### src/rtl/mdio_scheduler_pkg.sv
// Shared types and frame layout for the two-requester MDIO scheduler.
// Frame builder keeps the bit packing in one place.
package mdio_pkg;

  typedef enum logic [1:0] {
    S_IDLE,
    S_LOAD,
    S_XFER,
    S_RESP
  } state_t;

  localparam logic [1:0] OP_READ  = 2'b10;
  localparam logic [1:0] OP_WRITE = 2'b01;
  localparam logic [1:0] ST_CODE  = 2'b01;
  localparam logic [1:0] TA_WR    = 2'b10;

  localparam int F_ST_LSB   = 30;
  localparam int F_OP_LSB   = 28;
  localparam int F_PHY_LSB  = 23;
  localparam int F_REG_LSB  = 18;
  localparam int F_TA_LSB   = 16;
  localparam int F_DATA_LSB = 0;

  function automatic logic [31:0] mk_frame(
    input logic        rd,
    input logic [4:0]  phy,
    input logic [4:0]  rg,
    input logic [15:0] wd
  );
    logic [31:0] f;
    f = '0;
    f[F_ST_LSB +: 2]    = ST_CODE;
    f[F_OP_LSB +: 2]    = rd ? OP_READ : OP_WRITE;
    f[F_PHY_LSB +: 5]   = phy;
    f[F_REG_LSB +: 5]   = rg;
    f[F_TA_LSB +: 2]    = rd ? 2'b00 : TA_WR;
    f[F_DATA_LSB +: 16] = rd ? 16'h0000 : wd;
    return f;
  endfunction

endpackage

### src/rtl/mdio_scheduler_if.sv
// Host-side request/response bundle plus the generator link.
// slave is the scheduler's view, master is the surrounding logic.
interface mdio_scheduler_if;

  logic [1:0]  REQ;
  logic [1:0]  OP;
  logic [9:0]  PHY_ADDR;
  logic [9:0]  REG_ADDR;
  logic [31:0] WR_DATA_IN;
  logic [1:0]  GNT;
  logic [1:0]  DONE;
  logic        ERR;
  logic [15:0] RD_DATA_OUT;
  logic        BUSY;
  logic        MDIO_START;
  logic [31:0] T_DATA;
  logic        MDIO_DONE;
  logic [15:0] RD_DATA;

  modport slave (
    input  REQ, OP, PHY_ADDR, REG_ADDR, WR_DATA_IN,
    input  MDIO_DONE, RD_DATA,
    output GNT, DONE, ERR, RD_DATA_OUT, BUSY,
    output MDIO_START, T_DATA
  );

  modport master (
    output REQ, OP, PHY_ADDR, REG_ADDR, WR_DATA_IN,
    output MDIO_DONE, RD_DATA,
    input  GNT, DONE, ERR, RD_DATA_OUT, BUSY,
    input  MDIO_START, T_DATA
  );

endinterface

### src/rtl/mdio_scheduler_arb.sv
// Two-way round-robin pick: pointer requester first, else the other.
// Purely combinational; the pointer lives in the scheduler.
module mdio_rr_arb (
  input  logic [1:0] req,
  input  logic       ptr,
  output logic [1:0] win,
  output logic       any_req
);

  always_comb begin
    win = 2'b00;
    if (req[ptr]) begin
      win[ptr] = 1'b1;
    end else if (req[~ptr]) begin
      win[~ptr] = 1'b1;
    end
  end

  assign any_req = |req;

endmodule

### src/rtl/mdio_scheduler.sv
// MDIO management scheduler: arbitrate, frame, launch, time out.
// All outputs are registered; DONE lands one cycle after RESP.
module mdio_scheduler
  import mdio_pkg::*;
#(
  parameter int TIMEOUT_CYC = 255
) (
  input  logic            clk,
  input  logic            rst,
  mdio_scheduler_if.slave bus
);

  localparam int CNT_W = $clog2(TIMEOUT_CYC + 1);
  localparam logic [CNT_W-1:0] CNT_LIM = CNT_W'(TIMEOUT_CYC - 1);

  state_t           state_q, state_d;
  logic             ptr_q, ptr_d;
  logic [1:0]       win_q, win_d;
  logic             rd_op_q, rd_op_d;
  logic [4:0]       phy_q, phy_d;
  logic [4:0]       reg_q, reg_d;
  logic [15:0]      wd_q, wd_d;
  logic [CNT_W-1:0] cnt_q, cnt_d;
  logic [1:0]       gnt_q, gnt_d;
  logic [1:0]       done_q, done_d;
  logic             err_q, err_d;
  logic [15:0]      rd_q, rd_d;
  logic             busy_q, busy_d;
  logic             start_q, start_d;
  logic [31:0]      tdata_q, tdata_d;
  logic [1:0]       win;
  logic             any_req;
  logic             sel;

  mdio_rr_arb u_arb (
    .req     (bus.REQ),
    .ptr     (ptr_q),
    .win     (win),
    .any_req (any_req)
  );

  assign sel = win[1];

  always_comb begin
    state_d = state_q;
    ptr_d   = ptr_q;
    win_d   = win_q;
    rd_op_d = rd_op_q;
    phy_d   = phy_q;
    reg_d   = reg_q;
    wd_d    = wd_q;
    cnt_d   = cnt_q;
    gnt_d   = 2'b00;
    done_d  = 2'b00;
    err_d   = err_q;
    rd_d    = rd_q;
    start_d = start_q;
    tdata_d = tdata_q;
    case (state_q)
      S_IDLE: begin
        if (any_req) begin
          win_d   = win;
          rd_op_d = sel ? bus.OP[1] : bus.OP[0];
          phy_d   = sel ? bus.PHY_ADDR[9:5] : bus.PHY_ADDR[4:0];
          reg_d   = sel ? bus.REG_ADDR[9:5] : bus.REG_ADDR[4:0];
          wd_d    = sel ? bus.WR_DATA_IN[31:16] : bus.WR_DATA_IN[15:0];
          gnt_d   = win;
          state_d = S_LOAD;
        end
      end
      S_LOAD: begin
        tdata_d = mk_frame(rd_op_q, phy_q, reg_q, wd_q);
        start_d = 1'b1;
        cnt_d   = '0;
        state_d = S_XFER;
      end
      S_XFER: begin
        // a done on the limit cycle still counts as success
        if (bus.MDIO_DONE) begin
          rd_d    = rd_op_q ? bus.RD_DATA : 16'h0000;
          err_d   = 1'b0;
          start_d = 1'b0;
          state_d = S_RESP;
        end else if (cnt_q == CNT_LIM) begin
          rd_d    = 16'h0000;
          err_d   = 1'b1;
          start_d = 1'b0;
          state_d = S_RESP;
        end else begin
          cnt_d = cnt_q + 1'b1;
        end
      end
      S_RESP: begin
        done_d  = win_q;
        ptr_d   = win_q[0];
        state_d = S_IDLE;
      end
      default: state_d = S_IDLE;
    endcase
    busy_d = (state_d != S_IDLE);
  end

  always_ff @(posedge clk or negedge rst) begin
    if (!rst) begin
      state_q <= S_IDLE;
      ptr_q   <= 1'b0;
      win_q   <= 2'b00;
      rd_op_q <= 1'b0;
      phy_q   <= '0;
      reg_q   <= '0;
      wd_q    <= '0;
      cnt_q   <= '0;
      gnt_q   <= 2'b00;
      done_q  <= 2'b00;
      err_q   <= 1'b0;
      rd_q    <= '0;
      busy_q  <= 1'b0;
      start_q <= 1'b0;
      tdata_q <= '0;
    end else begin
      state_q <= state_d;
      ptr_q   <= ptr_d;
      win_q   <= win_d;
      rd_op_q <= rd_op_d;
      phy_q   <= phy_d;
      reg_q   <= reg_d;
      wd_q    <= wd_d;
      cnt_q   <= cnt_d;
      gnt_q   <= gnt_d;
      done_q  <= done_d;
      err_q   <= err_d;
      rd_q    <= rd_d;
      busy_q  <= busy_d;
      start_q <= start_d;
      tdata_q <= tdata_d;
    end
  end

  assign bus.GNT         = gnt_q;
  assign bus.DONE        = done_q;
  assign bus.ERR         = err_q;
  assign bus.RD_DATA_OUT = rd_q;
  assign bus.BUSY        = busy_q;
  assign bus.MDIO_START  = start_q;
  assign bus.T_DATA      = tdata_q;

endmodule
### src/flat_wrapper.sv
// flat-port wrapper written by rule: the top's interface ports become plain ports
module mdio_scheduler_flat import mdio_pkg::*;
#(
  parameter int TIMEOUT_CYC = 255
)
  (clk, rst, bus_REQ, bus_OP, bus_PHY_ADDR, bus_REG_ADDR, bus_WR_DATA_IN, bus_MDIO_DONE, bus_RD_DATA, bus_GNT, bus_DONE, bus_ERR, bus_RD_DATA_OUT, bus_BUSY, bus_MDIO_START, bus_T_DATA);
  mdio_scheduler_if bus_i ();
  input  logic clk;
  input  logic rst;
  input wire logic [$bits(bus_i.REQ)-1:0] bus_REQ;
  input wire logic [$bits(bus_i.OP)-1:0] bus_OP;
  input wire logic [$bits(bus_i.PHY_ADDR)-1:0] bus_PHY_ADDR;
  input wire logic [$bits(bus_i.REG_ADDR)-1:0] bus_REG_ADDR;
  input wire logic [$bits(bus_i.WR_DATA_IN)-1:0] bus_WR_DATA_IN;
  input wire logic [$bits(bus_i.MDIO_DONE)-1:0] bus_MDIO_DONE;
  input wire logic [$bits(bus_i.RD_DATA)-1:0] bus_RD_DATA;
  output wire logic [$bits(bus_i.GNT)-1:0] bus_GNT;
  output wire logic [$bits(bus_i.DONE)-1:0] bus_DONE;
  output wire logic [$bits(bus_i.ERR)-1:0] bus_ERR;
  output wire logic [$bits(bus_i.RD_DATA_OUT)-1:0] bus_RD_DATA_OUT;
  output wire logic [$bits(bus_i.BUSY)-1:0] bus_BUSY;
  output wire logic [$bits(bus_i.MDIO_START)-1:0] bus_MDIO_START;
  output wire logic [$bits(bus_i.T_DATA)-1:0] bus_T_DATA;
  assign bus_i.REQ = bus_REQ;
  assign bus_i.OP = bus_OP;
  assign bus_i.PHY_ADDR = bus_PHY_ADDR;
  assign bus_i.REG_ADDR = bus_REG_ADDR;
  assign bus_i.WR_DATA_IN = bus_WR_DATA_IN;
  assign bus_i.MDIO_DONE = bus_MDIO_DONE;
  assign bus_i.RD_DATA = bus_RD_DATA;
  assign bus_GNT = bus_i.GNT;
  assign bus_DONE = bus_i.DONE;
  assign bus_ERR = bus_i.ERR;
  assign bus_RD_DATA_OUT = bus_i.RD_DATA_OUT;
  assign bus_BUSY = bus_i.BUSY;
  assign bus_MDIO_START = bus_i.MDIO_START;
  assign bus_T_DATA = bus_i.T_DATA;
  mdio_scheduler #(.TIMEOUT_CYC(TIMEOUT_CYC)) u_core (.clk(clk), .rst(rst), .bus(bus_i));
endmodule
### config.mk
export PLATFORM = sky130hd
export DESIGN_NAME = mdio_scheduler_flat
export DESIGN_NICKNAME = d
export VERILOG_FILES = /design/src/rtl/mdio_scheduler_pkg.sv /design/src/rtl/mdio_scheduler_if.sv /design/src/rtl/mdio_scheduler_arb.sv /design/src/rtl/mdio_scheduler.sv /design/src/flat_wrapper.sv
export SDC_FILE = /design/constraint.sdc
export NUM_CORES = 1
export LEC_CHECK = 0
export CAP_MARGIN = 5
export CORE_MARGIN = 2
export CORE_UTILIZATION = 45
export CTS_CLUSTER_DIAMETER = 60
export DETAILED_ROUTE_END_ITERATION = 8
export PLACE_DENSITY = 0.78
export REMOVE_ABC_BUFFERS = 1
export SYNTH_ARGS = -nofsm -noshare
export SYNTH_HDL_FRONTEND = slang
export SYNTH_SLANG_ARGS = --single-unit
### constraint.sdc
create_clock -name clk -period 3.7 [get_ports clk]
set_input_delay 0.555 -clock clk [delete_from_list [all_inputs] [get_ports clk]]
set_output_delay 0.555 -clock clk [all_outputs]
set_load 0.01 [all_outputs]
# Word-level counts from Yosys, hierarchy flattened
# Cells that the tools add are included.
[totals] ff_bits=94 elab_cells=74
[classes] n_bitwise=1 eq_ne=7 order_cmp=4 addsub=1 muxes=35 reduce_logical=11
[ops] op="16-bit 2-to-1 mux" count=5
[ops] op="2-bit 2-to-1 mux" count=10
[ops] op="8-bit 2-to-1 mux" count=2
[ops] op="8-bit one-hot mux with 2 select lines" count=1
[ops] op="1-bit 2-to-1 mux" count=11
[ops] op="5-bit 2-to-1 mux" count=2
[ops] op="8-bit by 1-bit adder with 8-bit output, second input constant" count=1
[ops] op="8-bit equality test, second input constant" count=1
[ops] op="2-bit one-hot mux with 4 select lines" count=1
[ops] op="2-bit AND reduction" count=3
[ops] op="2-bit nonzero test" count=3
[ops] op="2-bit equality test, second input constant" count=2
[ops] op="1-bit by 2-bit less-than comparator with 1-bit output, second input constant" count=2
[ops] op="2-bit inequality test, second input constant" count=2
[ops] op="3-bit by 2-bit inequality test with 1-bit output, second input constant" count=1
[ops] op="3-bit AND reduction" count=1
[ops] op="1-bit demux with 1-bit select" count=2
[ops] op="2-bit by 1-bit equality test with 1-bit output, second input constant" count=1
[ops] op="1-bit greater-or-equal comparator, second input constant" count=2
[ops] op="1-bit logical AND" count=2
[ops] op="2-bit zero test" count=1
[ops] op="1-bit one-hot mux with 2 select lines" count=1
[ops] op="2-bit OR reduction" count=1
[ops] op="1-bit inverter" count=1

# Depth between registers and ports, before layout
# Gate-level depths: netlist of run 1.
[depth] ltp_word=9 mapped_depth=7

# By module
# From an unflattened synthesis of run 1, not the netlist that was laid out.
[hier_totals] cells_unflattened=348 area_unflattened_um2=3983.8
[by_module_without_submodules] mod="mdio_scheduler" n_inst=1 area_each_um2=3958.8 seq_area_each_um2=2302.2 cells_each=344
[by_module_without_submodules] mod="mdio_rr_arb" n_inst=1 area_each_um2=25.0 seq_area_each_um2=0.0 cells_each=4

# Worst setup path after synthesis of run 1
# Ideal clock, no wire load.
[synth_timing] path_type="reg-to-reg" start="reg u_core.cnt_q[0]" end="reg u_core.busy_q (netlist: u_core.bus.BUSY)" stages_incl_launch_ff=7 synth_period_minus_slack_ns=1.609 arrival_time_ns=1.485 slack_ns=2.091 cell_sequence="dfrtp_1 > inv_1 > ha_1 > and4_4 > a31o_4 > o31a_1 > or2_1"
[synth_via] elab_chain_len=5
[synth_lines] item="start: declaration" line="mdio_scheduler.sv:23" source="logic [CNT_W-1:0] cnt_q, cnt_d;"
[synth_lines] item="start signal: assignment" line="mdio_scheduler.sv:128" source="cnt_q <= cnt_d;"
[synth_lines] item="8-bit equality test" line="mdio_scheduler.sv:84" source="end else if (cnt_q == CNT_LIM) begin"
[synth_lines] item="2-bit 2-to-1 mux" line="mdio_scheduler.sv:84"
[synth_lines] item="2-bit 2-to-1 mux" line="mdio_scheduler.sv:79" source="if (bus.MDIO_DONE) begin"
[synth_lines] item="2-bit one-hot mux with 4 select lines" line="mdio_scheduler.sv:59" source="case (state_q)"
[synth_lines] item="named net u_core.state_d[0]" line="mdio_scheduler.sv:16" source="state_t state_q, state_d;"
[synth_lines] item="2-bit nonzero test" line="mdio_scheduler.sv:100" source="busy_d = (state_d != S_IDLE);"
[synth_lines] item="named net u_core.busy_d" line="mdio_scheduler.sv:28" source="logic busy_q, busy_d;"
[synth_lines] item="end signal: assignment" line="mdio_scheduler.sv:133" source="busy_q <= busy_d;"
[synth_lines] item="end: declaration" line="mdio_scheduler.sv:28"
# The timed path passes the listed nets, and every way through them passes these cells.
# A chain may end at the register's enable or synchronous reset.

# Worst setup path after layout of run 1
[layout_timing] start="in bus_REQ[0]" end="reg u_core.wd_q[2]"
[layout_via] elab_chain_len=5 elab_cells_between_ends=9 classes_between="7 x mux; 2 x reduce/logical"
[layout_lines] item="start: declaration" line="flat_wrapper.sv:10" source="input wire logic [$bits(bus_i.REQ)-1:0] bus_REQ;"
[layout_lines] item="1-bit 2-to-1 mux (implied by the code) (2 in series)" line="mdio_scheduler_arb.sv:14" source="end else if (req[~ptr]) begin"
[layout_lines] item="2-bit 2-to-1 mux" line="mdio_scheduler_arb.sv:14"
[layout_lines] item="2-bit 2-to-1 mux" line="mdio_scheduler_arb.sv:12" source="if (req[ptr]) begin"
[layout_lines] item="16-bit 2-to-1 mux" line="mdio_scheduler.sv:66" source="wd_d = sel ? bus.WR_DATA_IN[31:16] : bus.WR_DATA_IN[15:0];"
[layout_lines] item="end signal: assignment" line="mdio_scheduler.sv:127" source="wd_q <= wd_d;"
[layout_lines] item="end: declaration" line="mdio_scheduler.sv:22" source="logic [15:0] wd_q, wd_d;"
# Parallel ways exist; a longest one is shown, timed or not. The select of a mux whose other input is x is not followed.

==> summary.json, run 1 <==
{
  "placed_design": {
    "place_congestion": 0.824,
    "dpl.hpwl_mm": 6.11,
    "place.port_buffers": 127,
    "place_inst": 565,
    "dp_slack_ns": 1.34
  },
  "job": {
    "cap_violations": 0
  },
  "worst_hold_path": {
    "hp-class": "reg -> reg",
    "hold_path_startpoint": "u_core.bus.T_DATA[30]$_DFFE_PN0N_"
  },
  "cts": {
    "clk_root_buffer_cell": "sky130_fd_sc_hd__clkbuf_8",
    "clkTransAtPathRegs_ns": 0.09,
    "cts.htree.levels": 3,
    "cts_sinks": 92,
    "cts-root-to-sink-buffers": 2,
    "holdBufCountCts": 1,
    "cts-buffers-inserted": 9,
    "postCtsSetupBuffers": 0,
    "post_cts_resized": 0,
    "insertion_delay_ns": 0.36,
    "tritoncts": "done"
  },
  "synthesis": {
    "avgSynthCellArea_um2": 11.4,
    "yosysWarnings": 0,
    "netlist_instances": 350,
    "synth_area_um2": 3990,
    "synth-seq-cells": 92,
    "synth_cell_types": 43,
    "synth.yosys.seq_area_share": 0.577
  },
  "die": {
    "core_area_um2": 8680,
    "fp.dieW_um": 98.2,
    "die_y_um": 98.2,
    "top_level_ports": 130,
    "die_area_um2": 9640,
    "placement_rows": 34,
    "start_util": 0.460
  },
  "timing": {
    "max_clock_freq_mhz": 503,
    "post-route-period-util": 0.538,
    "rsz0062_at_grt": "false",
    "finalCriticalPeriod_ns": 1.99,
    "worst_hold_slack_ns": 0.471,
    "tightest_slew_ns": 0.844,
    "timing.final.ws_setup_ns": 1.71,
    "maxSlewHeadroom": 0.437,
    "timing.final.setup_violations": 0,
    "finalClockSkew_ns": 0.0129,
    "final_max_slew_viol_count": 0,
    "final_hold_viol_count": 0,
    "timing.setup.tns_ns": 0
  },
  "grt": {
    "grt_antenna_before_repair": 0,
    "grt_usage": 0.189,
    "grt_pass1_vias": 3142,
    "globalRouteOverflowTotal": 0,
    "grt_pass1_wl_mm": 14.8,
    "grt_start_max_net_pins": 57
  },
  "drt": {
    "routed_wirelength_mm": 8.87,
    "viasPerCell": 5.10,
    "routedWlPerCell_um": 15.2,
    "vias": 2967,
    "initialDrtViolationCount": 52,
    "drc": 0,
    "drtAntennaViolNets": 0,
    "detail_route.first_pass.iterations": 4
  },
  "critical_path": {
    "worstSetupStartpointType": "primary input",
    "timing.critical_path.arrival_ns": 2.22,
    "cp-end-kind": "flop",
    "timing.setup.critical_path_class": "in -> reg",
    "worstReg2RegStart": "u_core.state_q[0]$_DFF_PN0_",
    "critPathLaunch": "bus_REQ[0]",
    "required_time_at_the_endpoint_of_the_critical_path_ns": 3.93,
    "critical_path.max_fanout": 28
  },
  "finish": {
    "multi_input_area_um2": 1490,
    "layout.filler_cells": 700,
    "nNetsFinal": 550,
    "finish.cell_count_without_fillers": 582,
    "flow.area_growth_from_synthesis_pct": 38.5,
    "num_antenna_cells": 0,
    "register_area_um2": 2300,
    "layout-drive-gt1-share": 0.0823
  },
  "power": {
    "irDropWorstVdd_v": 0.000369,
    "total_power_uw": 3810,
    "leakagePower_uw": 0.00249,
    "p_per_area_nw_per_um2": 690
  },
  "status": {
    "status": "completed"
  }
}
## final cells by class
cell class / count / share of cell area
timing repair buffer: 132 / 0.237
tap: 108 / 0.0245
inverter: 27 / 0.0183
multi-input combinational: 207 / 0.269
clock buffer: 11 / 0.0238
clock inverter: 5 / 0.0111
sequential: 92 / 0.417
## where the power goes
part	switching (uW)	internal, uW	total [uW]	leakage, uW
clock	357	315	672	0.0000862
combinational	728	797	1520	0.00123
sequential	237	1380	1610	0.00118
total	1320	2490	3810	0.00249
## layout by cell type (no fill, tap or decap), types with 2 or more instances in the layout
cell,n
sky130_fd_sc_hd__a21o_1,4
sky130_fd_sc_hd__a21oi_1,4
sky130_fd_sc_hd__a22o_1,16
sky130_fd_sc_hd__a31oi_1,3
sky130_fd_sc_hd__a41oi_1,3
sky130_fd_sc_hd__and2_1,2
sky130_fd_sc_hd__and3_1,2
sky130_fd_sc_hd__buf_4,5
sky130_fd_sc_hd__clkbuf_1,2
sky130_fd_sc_hd__clkbuf_8,9
sky130_fd_sc_hd__clkdlybuf4s50_1,126
sky130_fd_sc_hd__clkinvlp_4,3
sky130_fd_sc_hd__conb_1,2
sky130_fd_sc_hd__dfrtp_1,92
sky130_fd_sc_hd__ha_1,5
sky130_fd_sc_hd__inv_1,27
sky130_fd_sc_hd__mux2_2,12
sky130_fd_sc_hd__mux2i_1,28
sky130_fd_sc_hd__nand2_1,30
sky130_fd_sc_hd__nand2b_1,2
sky130_fd_sc_hd__nand3_1,5
sky130_fd_sc_hd__nand3b_1,17
sky130_fd_sc_hd__nand4_1,2
sky130_fd_sc_hd__nor2_1,4
sky130_fd_sc_hd__o21ai_0,29
sky130_fd_sc_hd__o21ai_1,15
sky130_fd_sc_hd__o21ai_4,2
sky130_fd_sc_hd__o311ai_0,2
## worst paths after layout
path | end | slack, ns | cells after the start
max | u_core.wd_q[2]$_DFFE_PN0P_ | 1.71 | 6
min | u_core.bus.T_DATA[30]$_DFFE_PN0N_ | 0.47 | 1
max reg2reg | u_core.bus.RD_DATA_OUT[2]$_DFFE_PN0P_ | 1.80 | 4
min reg2reg | u_core.bus.T_DATA[30]$_DFFE_PN0N_ | 0.47 | 1
max in group asynchronous | u_core.bus.RD_DATA_OUT[10]$_DFFE_PN0P_ | 2.38 | 3
min in group asynchronous | u_core.bus.T_DATA[30]$_DFFE_PN0N_ | 0.55 | 2
## cell usage after synthesis, drive strengths merged
| master | count | share of area |
|---|---|---|
| a41oi | 3 | 0.0066 |
| nor2 | 4 | 0.0038 |
| o311ai | 3 | 0.0066 |
| o22ai | 1 | 0.0016 |
| nand2 | 31 | 0.031 |
| mux2i | 28 | 0.070 |
| or2 | 2 | 0.0031 |
| a21o | 4 | 0.0075 |
| a21oi | 4 | 0.0050 |
| nand4 | 2 | 0.0031 |
| and4 | 1 | 0.0028 |
| o21ai | 46 | 0.058 |
| a211oi | 1 | 0.0019 |
| a31oi | 3 | 0.0047 |
| dfrtp | 92 | 0.58 |
| nor2b | 1 | 0.0016 |
| nand2b | 2 | 0.0031 |
| nor3 | 1 | 0.0013 |
| mux2 | 12 | 0.034 |
| and4b | 1 | 0.0025 |
| a31o | 1 | 0.0044 |
| buf | 9 | 0.018 |
| nand3b | 17 | 0.032 |
| ha | 6 | 0.019 |
| a41o | 1 | 0.0025 |
| a22o | 16 | 0.035 |
| nand3 | 5 | 0.0063 |
| conb | 1 | 0.00094 |
| o221ai | 1 | 0.0022 |
| o31a | 1 | 0.0022 |
| and3 | 2 | 0.0031 |
| or2b | 1 | 0.0019 |
| clkbuf | 16 | 0.015 |
| inv | 27 | 0.025 |
| and3b | 1 | 0.0022 |
| and2 | 3 | 0.0053 |
## cell families after synthesis
family | count (synthesis) | synth area share
AND/OR/NAND/NOR | 74 | 0.103
multiplexers | 40 | 0.104
flip-flops | 92 | 0.577
other | 1 | 0.000940
AO/OA/AOI/OAI | 85 | 0.138
adder cells (fa/ha/maj) | 6 | 0.0188
buffers and inverters | 52 | 0.0580
## worst max-delay path: stages
cell                              delay, ns
sky130_fd_sc_hd__clkdlybuf4s50_1       0.55
sky130_fd_sc_hd__inv_1                 0.12
sky130_fd_sc_hd__o21ai_4               0.14
sky130_fd_sc_hd__buf_4                 0.43
sky130_fd_sc_hd__mux2i_1               0.33
sky130_fd_sc_hd__o21ai_1               0.09
## registers in the layout (all words and copies together), names as in the netlist, 2 cells and up
name,count
u_core.bus.T_DATA,29
u_core.bus.RD_DATA_OUT,16
u_core.wd_q,16
u_core.cnt_q,8
u_core.phy_q,5
u_core.reg_q,5
u_core.bus.DONE,2
u_core.bus.GNT,2
u_core.state_q,2
u_core.win_q,2
## per-stage QoR
step | cell area, um2 | utilization
floorplan | 3860 | -
global placement | 5320 | 0.613
detailed placement | 5320 | 0.613
CTS | 5530 | 0.637
global route | 5530 | 0.637
finish | 5530 | 0.637
## per-layer routing
layer | global-route usage | vias to the layer above | routed length [um]
li1 | - | 1452 | -
met1 | 0.243 | 1404 | 4000
met2 | 0.315 | 100 | 4110
met3 | 0.0501 | 11 | 661
met4 | 0.0632 | 0 | 106
met5 | 0 | - | 0
No activity file was read; power rests on OpenSTA's default activity.
==> run 2: changes to the inputs <==
- CORE_UTILIZATION: 45 -> 42
- PLACE_DENSITY: 0.78 -> 0.77
- clock period: 3.7 -> 1.7 ns (I/O delays scaled with it)
==> run 2 against run 1 <==
Utilization down 1.9 points. Cell area up 3.2%. Critical path depth unchanged. Sequential share of layout area down 1.3 points. Power up 120%. Register-to-register slack worse by 1.7 ns. Critical path type is now reg -> reg.
==> summary.json, run 2 (same netlist as run 1, synthesis figures left out) <==
{
  "status": {
    "status": "completed"
  },
  "timing": {
    "timing.final.setup_violations": 0,
    "post-route-period-util": 0.955,
    "finalCriticalPeriod_ns": 1.62,
    "max_clock_freq_mhz": 616,
    "final_max_slew_viol_count": 0,
    "timing.final.ws_setup_ns": 0.0772,
    "final_hold_viol_count": 0,
    "rsz0062_at_grt": "false",
    "finalClockSkew_ns": 0.0153
  },
  "finish": {
    "finish.utilization": 0.617,
    "layout.cells.most_common": "sky130_fd_sc_hd__clkdlybuf4s50_1",
    "num_antenna_cells": 0,
    "layout.filler_cells": 747,
    "multi_input_area_um2": 1490,
    "nNetsFinal": 562,
    "layout-drive-gt1-share": 0.109,
    "largest_register_ff_count": 29,
    "highest_count_cells_in_the_layout_ignoring_fill_and_taps": "sky130_fd_sc_hd__clkdlybuf4s50_1, sky130_fd_sc_hd__dfrtp_1, sky130_fd_sc_hd__nand2_1",
    "flow.area_growth_from_synthesis_pct": 42.9,
    "register_area_um2": 2300,
    "finish.cell_count_without_fillers": 614
  },
  "critical_path": {
    "timing.rr.end": "u_core.bus.BUSY$_DFF_PN0_",
    "r2r_slack_ns": 0.08,
    "required_time_at_the_endpoint_of_the_critical_path_ns": 1.93,
    "cp-end-kind": "flop",
    "worstReg2RegStart": "u_core.cnt_q[0]$_DFFE_PN0P_",
    "critical_path.max_fanout": 7,
    "timing.critical_path.arrival_ns": 1.86,
    "critPathLaunch": "u_core.cnt_q[0]$_DFFE_PN0P_",
    "worstSetupStartpointType": "flop",
    "timing.setup.critical_path_class": "reg -> reg",
    "worst_reg_to_reg_path_cell_count": 6
  },
  "job": {
    "cap_violations": 0
  },
  "power": {
    "swShare": 0.337,
    "power.sequential.fraction": 0.401,
    "cell_internal_pwr_uw": 5640,
    "irDropWorstVdd_v": 0.000831,
    "p_clk_frac": 0.167,
    "total_power_uw": 8520,
    "p_per_area_nw_per_um2": 1490,
    "net-switching-power_uw": 2870,
    "power.share.combinational": 0.432,
    "leakagePower_uw": 0.00258
  },
  "grt": {
    "grt_usage": 0.173,
    "grt_pass1_vias": 2927,
    "globalRouteOverflowTotal": 0,
    "grt_antenna_before_repair": 0,
    "grt_start_max_net_pins": 47,
    "grt_pass1_wl_mm": 14.0
  },
  "drt": {
    "vias": 3038,
    "detail_route.first_pass.iterations": 5,
    "drtAntennaViolNets": 0,
    "drc": 0,
    "routed_wirelength_mm": 8.84,
    "initialDrtViolationCount": 74,
    "routedWlPerCell_um": 14.4,
    "viasPerCell": 4.95
  },
  "cts": {
    "cts_sinks": 92,
    "tritoncts": "done",
    "insertion_delay_ns": 0.34,
    "cts-root-to-sink-buffers": 2,
    "cts.htree.levels": 3,
    "cts-buffers-inserted": 9,
    "postCtsSetupBuffers": 0,
    "clkTransAtPathRegs_ns": 0.09,
    "clk_root_buffer_cell": "sky130_fd_sc_hd__clkbuf_8"
  },
  "placed_design": {
    "dpl.hpwl_mm": 6.46,
    "place_congestion": 0.816,
    "place.port_buffers": 127,
    "place_inst": 598,
    "dp_slack_ns": -0.0278
  },
  "die": {
    "start_util": 0.432,
    "top_level_ports": 130,
    "die_y_um": 101,
    "fp.dieW_um": 101,
    "die_area_um2": 10300,
    "placement_rows": 35,
    "core_area_um2": 9240
  },
  "worst_hold_path": {
    "hp-class": "in -> async"
  }
}
-- run 2: critical path, cell delays in order (launching register included) --
cell                      delay (ns)
sky130_fd_sc_hd__dfrtp_1        0.35
sky130_fd_sc_hd__inv_1          0.05
sky130_fd_sc_hd__ha_1           0.23
sky130_fd_sc_hd__and4_4         0.18
sky130_fd_sc_hd__a31o_4         0.27
sky130_fd_sc_hd__o31a_1         0.25
sky130_fd_sc_hd__or2_1          0.20
-- run 2: through the flow --
| stage | hold WS (ns) | setup TNS, ns | area, um2 |
|---|---|---|---|
| 3_5_place_dp | 0.214 | -0.0675 | 5500 |
| 6_report | 0.379 | 0 | 5700 |
| 5_1_grt | 0.414 | 0 | 5700 |
| 4_1_cts | 0.371 | 0 | 5700 |
| 2_1_floorplan | -0.0406 | -31.98 | 3860 |
| 3_3_place_gp | 0.211 | 0 | 5500 |
-- run 2: layout make-up --
cell class,instances,area share
Tap cell,129,0.0283
Clock inverter,6,0.0114
Multi-Input combinational cell,207,0.261
Clock buffer,9,0.0217
Inverter,27,0.0178
Sequential cell,92,0.404
Timing Repair Buffer,144,0.256
-- run 2: how the worst max path moves through the flow --
stage,depth (start not counted),end,slack (ns)
after CTS,4,u_core.cnt_q[5]$_DFFE_PN0P_,0.05
after global routing,6,u_core.bus.RD_DATA_OUT[2]$_DFFE_PN0P_,0.004
after floorplan,3,u_core.phy_q[0]$_DFFE_PN0P_,-1.05
final,6,u_core.bus.BUSY$_DFF_PN0_,0.08
after detailed placement,6,u_core.phy_q[2]$_DFFE_PN0P_,-0.03
after global placement,6,u_core.phy_q[2]$_DFFE_PN0P_,0.02
-- run 2: power by group through the flow --
| stage | Combinational, uW | Clock, uW | Sequential, uW |
|---|---|---|---|
| 2_1_floorplan | 1650 | 0 | 3620 |
| 3_3_place_gp | 3600 | 0 | 3430 |
| 3_5_place_dp | 3710 | 0 | 3460 |
| 4_1_cts | 3720 | 1450 | 3430 |
| 5_1_grt | 4010 | 1550 | 3520 |
| 6_report | 3680 | 1420 | 3420 |
-- run 2: repair_timing --
item	4_1_cts	5_1_grt
hold buffers	1	0
gates resized for setup	0	1
setup endpoints to repair	0	1
hold endpoints to repair	29	0
-- run 2: per-layer routing --
layer,wire length (um),part of all wire,track usage,up-vias
met5,0,0,0,-
met4,139,0.016,0.0541,0
met3,551,0.062,0.0407,15
met2,4250,0.48,0.289,100
met1,3900,0.44,0.223,1448
li1,-,-,-,1475
